**config.mk**
```make
export PLATFORM = sky130hd
export DESIGN_NAME = index_pending_decoder
export DESIGN_NICKNAME = d
export VERILOG_FILES = /design/src/rtl/pe_pkg.sv /design/src/rtl/bin2onehot.sv /design/src/rtl/index_pending_decoder.sv
export SDC_FILE = /design/constraint.sdc
export NUM_CORES = 1
export LEC_CHECK = 0
export CELL_PAD_IN_SITES_DETAIL_PLACEMENT = 2
export CELL_PAD_IN_SITES_GLOBAL_PLACEMENT = 2
export CORE_UTILIZATION = 29
export CTS_BUF_LIST = sky130_fd_sc_hd__clkbuf_16
export DETAILED_ROUTE_END_ITERATION = 12
export PLACE_DENSITY = 0.89
export SYNTH_ARGS = -nofsm -noshare
export SYNTH_HDL_FRONTEND = slang
export SYNTH_HIERARCHICAL = 1
export SYNTH_SLANG_ARGS = --single-unit
```
**constraint.sdc**
```tcl
create_clock -name clk -period 2.4 [get_ports clk]
set_input_delay 0.48 -clock clk [delete_from_list [all_inputs] [get_ports clk]]
set_output_delay 0.48 -clock clk [all_outputs]
set_load 0.02 [all_outputs]
```
**src/rtl/pe_pkg.sv**
```systemverilog
// ---------------------------------------------------------------------------
// pe_pkg
//   Shared definitions for the priority-encoder index interface.
//   - DEF_WIDTH / DEF_IDX_BITS / DEF_CNT_W : default block parameters
//   - bin2oh(idx, width)   : one-hot decode of a binary index. It returns
//                            all zeros when idx >= width.
//   - sat_inc(val, cnt_w)  : increments val and saturates at 2**cnt_w-1
//
//   Both helpers work on fixed maximum widths (MAX_WIDTH, MAX_CNT_W).
//   Callers truncate the result to their own parameterised width.
// ---------------------------------------------------------------------------
package pe_pkg;

    localparam int unsigned DEF_WIDTH    = 8;
    localparam int unsigned DEF_IDX_BITS = $clog2(DEF_WIDTH);
    localparam int unsigned DEF_CNT_W    = 8;

    localparam int unsigned MAX_WIDTH = 64;
    localparam int unsigned MAX_CNT_W = 32;

    localparam logic [MAX_WIDTH-1:0] ONE_W = {{(MAX_WIDTH-1){1'b0}}, 1'b1};
    localparam logic [MAX_CNT_W-1:0] ONE_C = {{(MAX_CNT_W-1){1'b0}}, 1'b1};

    function automatic logic [MAX_WIDTH-1:0] bin2oh(input int unsigned idx,
                                                    input int unsigned width);
        logic [MAX_WIDTH-1:0] oh;
        oh = '0;
        if (idx < width) begin
            oh = ONE_W << idx;
        end
        return oh;
    endfunction

    function automatic logic [MAX_CNT_W-1:0] sat_inc(input logic [MAX_CNT_W-1:0] val,
                                                     input int unsigned cnt_w);
        logic [MAX_CNT_W-1:0] max_val;
        if (cnt_w >= MAX_CNT_W) begin
            max_val = '1;
        end else begin
            max_val = (ONE_C << cnt_w) - ONE_C;
        end
        return (val >= max_val) ? max_val : val + ONE_C;
    endfunction

endpackage

```
**src/rtl/bin2onehot.sv**
```systemverilog
// ---------------------------------------------------------------------------
// bin2onehot
//   Purely combinational binary-to-one-hot decoder. It is the structural
//   inverse of the priority encoder that feeds this interface.
//   Ports:
//     idx_i       in   IDX_BITS  binary index
//     oh_o        out  WIDTH     one-hot decode, zero when out of range
//     in_range_o  out  1         idx_i < WIDTH
// ---------------------------------------------------------------------------
module bin2onehot
    import pe_pkg::*;
#(
    parameter int unsigned WIDTH    = DEF_WIDTH,
    parameter int unsigned IDX_BITS = $clog2(WIDTH)
) (
    input  logic [IDX_BITS-1:0] idx_i,
    output logic [WIDTH-1:0]    oh_o,
    output logic                in_range_o
);

    assign oh_o       = WIDTH'(bin2oh(32'(idx_i), WIDTH));
    // In-range can only be false when WIDTH is not a power of two.
    assign in_range_o = (32'(idx_i) < WIDTH);

endmodule

```
**src/rtl/index_pending_decoder.sv**
```systemverilog
// ---------------------------------------------------------------------------
// index_pending_decoder
//   Receiving end of an index+valid interface. Each accepted index is
//   decoded to a one-hot event, and the event is ORed into a sticky pending
//   vector. The vector holds the bits until the consumer clears them with
//   clr_mask. An event whose bit is already pending (and is not being cleared
//   in the same cycle) is counted as a drop in a saturating counter.
//
//   Handshake: an event transfers on a rising clk edge when in_valid and
//   in_ready are both high. in_ready depends only on the pending register,
//   never on in_valid. While in_ready is low, the source keeps in_valid and
//   in_idx stable until the transfer happens.
//
//   Ports:
//     clk, rst_n    clock (rising edge), asynchronous active-low reset
//     in_valid/in_idx/in_ready   index event handshake
//     clr_mask      per-bit pending clear, sampled every clk
//     clr_cnt       synchronous drop counter clear
//     evt_valid     one-cycle pulse, the cycle after an accept
//     evt_onehot    decoded one-hot of the last accept (zero if out of range)
//     pending       sticky pending vector
//     pending_any   OR of pending
//     drop_cnt      saturating collision count (CNT_W <= 32)
//     err_range     sticky out-of-range index flag
// ---------------------------------------------------------------------------
module index_pending_decoder
    import pe_pkg::*;
#(
    parameter int unsigned WIDTH    = DEF_WIDTH,
    parameter int unsigned IDX_BITS = $clog2(WIDTH),
    parameter int unsigned CNT_W    = DEF_CNT_W
) (
    input  logic                clk,
    input  logic                rst_n,
    input  logic                in_valid,
    input  logic [IDX_BITS-1:0] in_idx,
    output logic                in_ready,
    input  logic [WIDTH-1:0]    clr_mask,
    input  logic                clr_cnt,
    output logic                evt_valid,
    output logic [WIDTH-1:0]    evt_onehot,
    output logic [WIDTH-1:0]    pending,
    output logic                pending_any,
    output logic [CNT_W-1:0]    drop_cnt,
    output logic                err_range
);

    logic [WIDTH-1:0] pending_q, pending_d;
    logic [WIDTH-1:0] evt_onehot_q, evt_onehot_d;
    logic             evt_valid_q, evt_valid_d;
    logic             err_range_q, err_range_d;
    logic [CNT_W-1:0] drop_cnt_q, drop_cnt_d;

    logic [WIDTH-1:0] dec_oh;
    logic             dec_in_range;
    logic             accept;
    logic             collision;

    bin2onehot #(
        .WIDTH    (WIDTH),
        .IDX_BITS (IDX_BITS)
    ) u_bin2onehot (
        .idx_i      (in_idx),
        .oh_o       (dec_oh),
        .in_range_o (dec_in_range)
    );

    // Full means every bit is set. Clearing a bit only changes pending_q at the
    // next edge, so in_ready rises one cycle after the clear.
    assign in_ready    = ~&pending_q;
    assign pending_any = |pending_q;
    assign accept      = in_valid & in_ready;

    // A bit that is cleared in the same cycle is not a collision, because the
    // new event simply re-arms it.
    assign collision = accept & dec_in_range & (|(pending_q & ~clr_mask & dec_oh));

    always_comb begin
        // Set wins over a same-cycle clear of the same bit.
        pending_d    = (pending_q & ~clr_mask) | (accept ? dec_oh : '0);
        evt_valid_d  = accept;
        evt_onehot_d = accept ? dec_oh : '0;
        err_range_d  = err_range_q | (accept & ~dec_in_range);
        if (clr_cnt) begin
            drop_cnt_d = '0;
        end else if (collision) begin
            drop_cnt_d = CNT_W'(sat_inc(MAX_CNT_W'(drop_cnt_q), CNT_W));
        end else begin
            drop_cnt_d = drop_cnt_q;
        end
    end

    always_ff @(posedge clk or negedge rst_n) begin
        if (!rst_n) begin
            pending_q    <= '0;
            evt_onehot_q <= '0;
            evt_valid_q  <= 1'b0;
            err_range_q  <= 1'b0;
            drop_cnt_q   <= '0;
        end else begin
            pending_q    <= pending_d;
            evt_onehot_q <= evt_onehot_d;
            evt_valid_q  <= evt_valid_d;
            err_range_q  <= err_range_d;
            drop_cnt_q   <= drop_cnt_d;
        end
    end

    assign pending    = pending_q;
    assign evt_valid  = evt_valid_q;
    assign evt_onehot = evt_onehot_q;
    assign err_range  = err_range_q;
    assign drop_cnt   = drop_cnt_q;

endmodule

```
==> results of run 1 <==
metrics by stage:
stage	utilization (%)	std cells
floorplan	-	123
global route	44.5	217
detailed placement	42.6	213
global placement	42.6	213
CTS	44.5	217
finish	44.5	217
cells by family after synthesis:
| kind of cell | count (synthesis) |
|---|---|
| and+or+nand+nor | 47 |
| AOI/OAI and AO/OA | 30 |
| DFF | 26 |
| buffers and inverters | 17 |
| muxes | 1 |
| adders and majority gates | 1 |
| other | 1 |
cell usage after synthesis (2+ instances only):
library cell and n:
sky130_fd_sc_hd__nor4_1 2, sky130_fd_sc_hd__nand4_1 3, sky130_fd_sc_hd__nor3b_1 3, sky130_fd_sc_hd__and3b_1 4
sky130_fd_sc_hd__nor2_1 3, sky130_fd_sc_hd__and2_4 2, sky130_fd_sc_hd__buf_6 2, sky130_fd_sc_hd__a21o_1 9
sky130_fd_sc_hd__and2_1 8, sky130_fd_sc_hd__and3b_2 3, sky130_fd_sc_hd__a31oi_1 9, sky130_fd_sc_hd__and3_1 2
sky130_fd_sc_hd__nor2b_1 3, sky130_fd_sc_hd__nand2_1 6, sky130_fd_sc_hd__or2_2 2, sky130_fd_sc_hd__o21a_1 2
sky130_fd_sc_hd__nand3_1 2, sky130_fd_sc_hd__a21oi_1 3, sky130_fd_sc_hd__a311oi_1 7, sky130_fd_sc_hd__inv_1 12
sky130_fd_sc_hd__dfrtp_1 26
worst max path at each step:
stage,end,cells past startpoint,startpoint
after floorplan,drop_cnt[1]$_DFFE_PN0P_,7,in_idx[2]
final,drop_cnt[4]$_DFFE_PN0P_,8,in_idx[2]
after detailed placement,drop_cnt[4]$_DFFE_PN0P_,8,in_idx[1]
after global routing,drop_cnt[5]$_DFFE_PN0P_,8,in_idx[1]
after global placement,drop_cnt[6]$_DFFE_PN0P_,7,in_idx[2]
after CTS,drop_cnt[4]$_DFFE_PN0P_,8,in_idx[2]
cells in the final DEF, fill, tap and decap left out, drive strengths merged:
cell type | Yosys | routed
a21o | 9 | 9
o21a | 2 | 2
nand2 | 6 | 6
and2 | 10 | 10
clkbuf | 1 | 3
nor2 | 3 | 3
ha | 1 | 1
and3b | 7 | 7
inv | 12 | 12
nand4 | 4 | 4
nor2b | 3 | 3
nor3 | 1 | 1
a31oi | 9 | 9
a21oi | 3 | 3
nor3b | 3 | 3
a311oi | 7 | 7
buf | 4 | 3
clkinv | 0 | 1
conb | 1 | 1
mux2 | 1 | 1
dfrtp | 26 | 26
nor4 | 2 | 2
nand3 | 2 | 2
and3 | 3 | 3
clkdlybuf4s50 | 0 | 42
and4 | 1 | 1
or2 | 2 | 2
registers in the layout, summed over array words and instances, names as in the netlist:
register,flops
pending,8
drop_cnt,8
err_range,1
evt_valid,1
evt_onehot,8
metal layers:
layer | global-route usage [%] | share of wire [%] | vias to the layer above | wire length, um
met2 | 35.9 | 53 | 31 | 2100
met5 | 0 | 0 | - | 0
li1 | - | - | 528 | -
met4 | 8.59 | 1.7 | 0 | 67
met3 | 3.45 | 3.8 | 4 | 151
met1 | 22.7 | 42 | 577 | 1680
where the power goes:
group          internal, uW  switching (uW)  leakage, uW
Combinational          67.3            70.5     0.000489
Sequential              450            13.1     0.000350
Clock                   224             157    0.0000385
area by class of cell:
cell class / count / area, um2 / share of cell area, %
Clock buffer: 3 / 75.1 / 4.10
Clock inverter: 1 / 3.75 / 0.205
Inverter: 12 / 45.0 / 2.46
Multi-Input combinational cell: 80 / 551 / 30.1
Sequential cell: 26 / 651 / 35.5
Tap cell: 50 / 62.6 / 3.42
Timing Repair Buffer: 45 / 443 / 24.2
==> qor.json, run 1 <==
{
  "r2r_start": "drop_cnt[1]$_DFFE_PN0P_",
  "synth_top_family_by_area": "simple AND/OR/NAND/NOR gates",
  "min_period_ns": 2.25,
  "die_span_in_x_um": 68.5,
  "floorplan.initialDensity_pct": 31.2,
  "die_height_um": 68.5,
  "antenna_cells_inserted": 0,
  "crit_path_cell_trace": "clkdlybuf4s50_1 -> nor3b_1 -> and3b_1 -> a31oi_1 -> nand4_2 -> buf_4 -> a31oi_1 -> a311oi_1",
  "global_route.usage.total_pct": 19.8,
  "power-per-cell-area_nw_per_um2": 536,
  "clkSlewWorstSetupHoldPaths_ns": 0.07,
  "ys_types": 31,
  "maxClockFrequency_ghz": 0.444,
  "postSynthCellCount": 123,
  "synth_area_per_cell_um2": 10.4,
  "clock_tree_from_tritoncts": "built",
  "dpl_cell_area_um2": 1750,
  "drc": 0,
  "worst_setup_end_kind": "flop",
  "clock_sink_count": 26,
  "crit_path_max_incr_delay_ns": 0.62,
  "worstPathRequired_ns": 2.55,
  "layout-area-overhead-vs-synth_pct": 42.6,
  "sequential_element_share_of_the_synthesized_area_pct": 50.7,
  "worst-setup-path-type": "in -> reg",
  "yosysWarnings": 6,
  "synth-simple-area-share_pct": 24.0,
  "detail_route.iter0.violations": 45,
  "postCtsHoldBufs": 0,
  "reg2reg_slack_ns": 0.68,
  "pin_count": 43,
  "fin_crit_sh_pct": 93.9,
  "setup_tns_ns": 0,
  "cts_max_level": 1,
  "grt_total_ovfl": 0,
  "finalWeightedCongestion": 0.780,
  "critical_path_arrival_ns": 2.41,
  "hold-path-cell-count": 1,
  "worst_hold_path.endpoint": "err_range$_DFF_PN0_",
  "drtPass1Iterations": 4,
  "run_status": "complete, no violations",
  "dr_total_vias": 1140,
  "fp-row-count": 23,
  "detail_route.vias_per_cell": 5.25,
  "most_common_cell_type_on_the_critical_path": "sky130_fd_sc_hd__a31oi_1",
  "rsz0062_at_grt": "false",
  "core_area_um2": 4120,
  "cp.buffers_inverters": 2,
  "p_leak_uw": 0.000877,
  "largest_net_degree_at_the_start_of_global_routing": 27,
  "report.power.total_uw": 982,
  "root_buffer": "sky130_fd_sc_hd__clkbuf_16",
  "r2r-end": "drop_cnt[5]$_DFFE_PN0P_",
  "clock_tree.buffer_depth": 2,
  "final_nets": 184,
  "synth_compound_area_share_pct": 16.8,
  "clock_skew_ns": 0.00334,
  "final_antenna_net_count": 0,
  "clkLatencyLatePin_ns": 0.27,
  "synth_area_leader_cell": "sky130_fd_sc_hd__dfrtp_1",
  "cts_inserted_buffers": 3,
  "category_of_cells_accounting_for_the_largest_share_of_critical_path_delay": "buffers and inverters",
  "critical_path_start_type": "input pin",
  "finalHoldWorstSlack_ns": 0.459,
  "synth_fa_ha_area_share_pct": 0.975,
  "port_buffers": 42,
  "synth_largest_type_area_fraction_pct": 50.7,
  "hp-start": "err_range$_DFF_PN0_",
  "final-max-slew-violation-count": 0,
  "cts_resized": 0,
  "fin_area_um2": 1830,
  "syn-num-nets": 139,
  "mappedNetlistArea_um2": 1280,
  "timing_hold_violations_final": 0,
  "cap_violations": 0,
  "post_route_cells_drive_above_1_share_pct": 9.58,
  "setup_slack_ns": 0.146,
  "first_global_vias": 1265,
  "cp_max_fo": 8,
  "dieArea_um2": 4700,
  "ys_async_sr_fraction_pct": 100,
  "synth-edff-count": 0,
  "yosys-top-cells-area": "sky130_fd_sc_hd__dfrtp_1 51%, sky130_fd_sc_hd__a21o_1 5.3%, sky130_fd_sc_hd__a311oi_1 4.8%",
  "grt_first_pass_wirelength_um": 6590,
  "detailed_place_hpwl_um": 3030,
  "layout.filler_cells": 437,
  "vdd.ir_drop.worst_v": 0.000312,
  "synth_register_bits": 26,
  "post-place-ws_ns": -0.114,
  "setup-violations-final": 0,
  "routed_wire_length_per_instance_um": 18.4,
  "worst_hold_path_class": "reg -> reg",
  "grt_antenna_before_repair": 0,
  "post-cts-setup-buffer-count": 0,
  "worst_r2r_path_depth": 6,
  "standard_cell_with_the_maximum_stage_delay_on_the_critical_path": "sky130_fd_sc_hd__clkdlybuf4s50_1",
  "synthFlopType": "sky130_fd_sc_hd__dfrtp_1",
  "detail_route.wirelength_um": 4000,
  "synth_mux_area_share_pct": 0.877,
  "synth-xor-area-share_pct": 0
}
No activity file was read; power rests on OpenSTA's default activity.
==> run 2, diff against run 1 <==
- CTS_BUF_LIST: sky130_fd_sc_hd__clkbuf_16 -> sky130_fd_sc_hd__clkbuf_8 sky130_fd_sc_hd__clkbuf_16
==> run 2 against run 1 <==
Against the previous run: total power decreased by 9.9%; sequential share of layout area increased by 0.47 points; critical path depth unchanged; critical path type unchanged; critical endpoint unchanged; largest cell class unchanged.
==> qor.json, run 2 (synthesis results as in run 1) <==
{
  "pin_count": {"value": 43, "change": "unchanged"},
  "p_leak": {"value": 0.000867, "unit": "uW", "change": "-1.1%"},
  "detail_route.wirelength": {"value": 3900, "unit": "um", "change": "-2.5%"},
  "worst_hold_path_class": "reg -> reg",
  "final-max-slew-violation-count": {"value": 0, "change": "unchanged"},
  "critical_path_arrival": {"value": 2.39, "unit": "ns", "change": "-0.02 ns"},
  "post-route-util": {"value": 43.9, "unit": "%", "change": "-0.58 points"},
  "drc": {"value": 0, "change": "unchanged"},
  "root_buffer": "sky130_fd_sc_hd__clkbuf_8",
  "layout_common_cells": "42 x sky130_fd_sc_hd__clkdlybuf4s50_1, 26 x sky130_fd_sc_hd__dfrtp_1, 12 x sky130_fd_sc_hd__inv_1, 9 x sky130_fd_sc_hd__a21o_1, 9 x sky130_fd_sc_hd__a31oi_1",
  "grt_first_pass_wirelength": {"value": 6360, "unit": "um", "change": "-3.5%"},
  "cts_max_level": {"value": 1, "change": "unchanged"},
  "rsz0062_at_grt": "false",
  "postCtsHoldBufs": {"value": 0, "change": "unchanged"},
  "cts_inserted_buffers": {"value": 3, "change": "unchanged"},
  "clock_tree.buffer_depth": {"value": 2, "change": "unchanged"},
  "finalWeightedCongestion": {"value": 0.780, "change": "unchanged"},
  "multiInputGateArea": {"value": 551, "unit": "um2", "change": "unchanged"},
  "dpl_cell_area": {"value": 1750, "unit": "um2", "change": "unchanged"},
  "dieArea": {"value": 4700, "unit": "um2", "change": "unchanged"},
  "detail_route.iter0.violations": {"value": 26, "change": "-42%"},
  "routed_wire_length_per_instance": {"value": 18.0, "unit": "um", "change": "-2.5%"},
  "final_nets": {"value": 184, "change": "unchanged"},
  "final_antenna_net_count": {"value": 0, "change": "unchanged"},
  "antenna_cells_inserted": {"value": 0, "change": "unchanged"},
  "die_span_in_x": {"value": 68.5, "unit": "um", "change": "unchanged"},
  "clock_sink_count": {"value": 26, "change": "unchanged"},
  "fp-row-count": {"value": 23, "change": "unchanged"},
  "largest_net_degree_at_the_start_of_global_routing": {"value": 27, "change": "unchanged"},
  "layout.filler_cells": {"value": 434, "change": "-0.69%"},
  "clkLatencyLatePin": {"value": 0.27, "unit": "ns", "change": "about the same"},
  "fin_area": {"value": 1810, "unit": "um2", "change": "-1.3%"},
  "fin_crit_sh": {"value": 93.0, "unit": "%", "change": "-0.94 points"},
  "vdd.ir_drop.worst": {"value": 0.000269, "unit": "V", "change": "-14%"},
  "post-cts-setup-buffer-count": {"value": 0, "change": "unchanged"},
  "cap_violations": {"value": 0, "change": "unchanged"},
  "reg2reg_slack": {"value": 0.67, "unit": "ns", "change": "about the same"},
  "dr_total_vias": {"value": 1117, "change": "-2.0%"},
  "maxClockFrequency": {"value": 0.448, "unit": "GHz", "change": "+1.0%"},
  "layout-area-overhead-vs-synth_pct": 40.7,
  "cp_max_fo": {"value": 8, "change": "unchanged"},
  "layout.area.seq": {"value": 651, "unit": "um2", "change": "unchanged"},
  "first_global_vias": {"value": 1221, "change": "-3.5%"},
  "power-per-cell-area": {"value": 490, "unit": "nW/um2", "change": "-8.7%"},
  "clock_tree_from_tritoncts": "built",
  "finalHoldWorstSlack": {"value": 0.464, "unit": "ns", "change": "+0.00467 ns"},
  "grt_total_ovfl": {"value": 0, "change": "unchanged"},
  "setup-violations-final": {"value": 0, "change": "unchanged"},
  "die_height": {"value": 68.5, "unit": "um", "change": "unchanged"},
  "run_status": "complete, no violations",
  "post_route_cells_drive_above_1_share": {"value": 10.2, "unit": "%", "change": "+0.60 points"},
  "worst-setup-path-type": "in -> reg",
  "cts_resized": {"value": 0, "change": "unchanged"},
  "worst_setup_end_kind": "flop",
  "detailed_place_hpwl": {"value": 3030, "unit": "um", "change": "unchanged"},
  "port_buffers": {"value": 42, "change": "unchanged"},
  "global_route.usage.total": {"value": 18.6, "unit": "%", "change": "-1.3 points"},
  "timing_hold_violations_final": {"value": 0, "change": "unchanged"},
  "detail_route.vias_per_cell": {"value": 5.15, "change": "-2.0%"},
  "critical_path_start_type": "input pin",
  "core_area": {"value": 4120, "unit": "um2", "change": "unchanged"},
  "grt_antenna_before_repair": {"value": 0, "change": "unchanged"},
  "leading_cell_type_in_the_layout_fill_and_taps_excluded": "sky130_fd_sc_hd__clkdlybuf4s50_1",
  "clkSlewWorstSetupHoldPaths": {"value": 0.09, "unit": "ns", "change": "+0.02 ns"},
  "min_period": {"value": 2.23, "unit": "ns", "change": "-0.0226 ns"},
  "clock_skew": {"value": 0.00174, "unit": "ns", "change": "-0.00160 ns"},
  "floorplan.initialDensity": {"value": 31.2, "unit": "%", "change": "unchanged"},
  "drtPass1Iterations": {"value": 4, "change": "unchanged"},
  "worstPathRequired": {"value": 2.56, "unit": "ns", "change": "about the same"}
}
## run 2: changes by cell type in the layout (fill, tap and decap cells not counted), sizes merged
| cell | delta |
|---|---|
| clkbuf | +1 |
| clkinv | -1 |
## run 2: report_power, final
part | switching, uW | internal, uW | total (uW)
Clock | 137 | 147 | 284
Sequential | 13.3 | 450 | 463
Combinational | 70.5 | 67.2 | 138
## run 2: final timing paths
| path | startpoint | end | depth (start not counted) |
|---|---|---|---|
| max | in_idx[2] | drop_cnt[4]$_DFFE_PN0P_ | 8 |
| min | err_range$_DFF_PN0_ | err_range$_DFF_PN0_ | 1 |
| max reg2reg | drop_cnt[1]$_DFFE_PN0P_ | drop_cnt[5]$_DFFE_PN0P_ | 6 |
| min reg2reg | err_range$_DFF_PN0_ | err_range$_DFF_PN0_ | 1 |
| max in group asynchronous | rst_n | evt_onehot[0]$_DFF_PN0_ | 2 |
| min in group asynchronous | rst_n | drop_cnt[2]$_DFFE_PN0P_ | 2 |
## run 2: area by class of cell
| class | count | share of cell area [%] |
|---|---|---|
| Inverter | 12 | 2.49 |
| Timing Repair Buffer | 45 | 24.5 |
| Tap cell | 50 | 3.46 |
| Multi-Input combinational cell | 80 | 30.5 |
| Sequential cell | 26 | 36.0 |
| Clock buffer | 4 | 3.05 |
## run 2: metrics by stage
stage | setup TNS, ns | setup WS (ns) | instances | power [uW]
finish | 0 | 0.169 | 217 | 885
global route | 0 | 0.0528 | 217 | 926
floorplan | 0 | 0.575 | 123 | 527
detailed placement | -0.413 | -0.114 | 213 | 610
CTS | 0 | 0.136 | 217 | 903
global placement | 0 | 0.0799 | 213 | 602
## run 2: per-layer routing
metal,vias up,part of all wire (%),global-route usage [%]
met5,-,0,0
met4,0,0.21,2.34
met3,2,3.6,2.96
met2,30,55,35.3
met1,558,41,22.3
li1,527,-,-
## run 2: critical path: stages
cell,delay (ns)
sky130_fd_sc_hd__clkdlybuf4s50_1,0.61
sky130_fd_sc_hd__nor3b_1,0.33
sky130_fd_sc_hd__and3b_1,0.24
sky130_fd_sc_hd__a31oi_1,0.06
sky130_fd_sc_hd__nand4_2,0.13
sky130_fd_sc_hd__buf_4,0.17
sky130_fd_sc_hd__a31oi_1,0.09
sky130_fd_sc_hd__a311oi_1,0.29
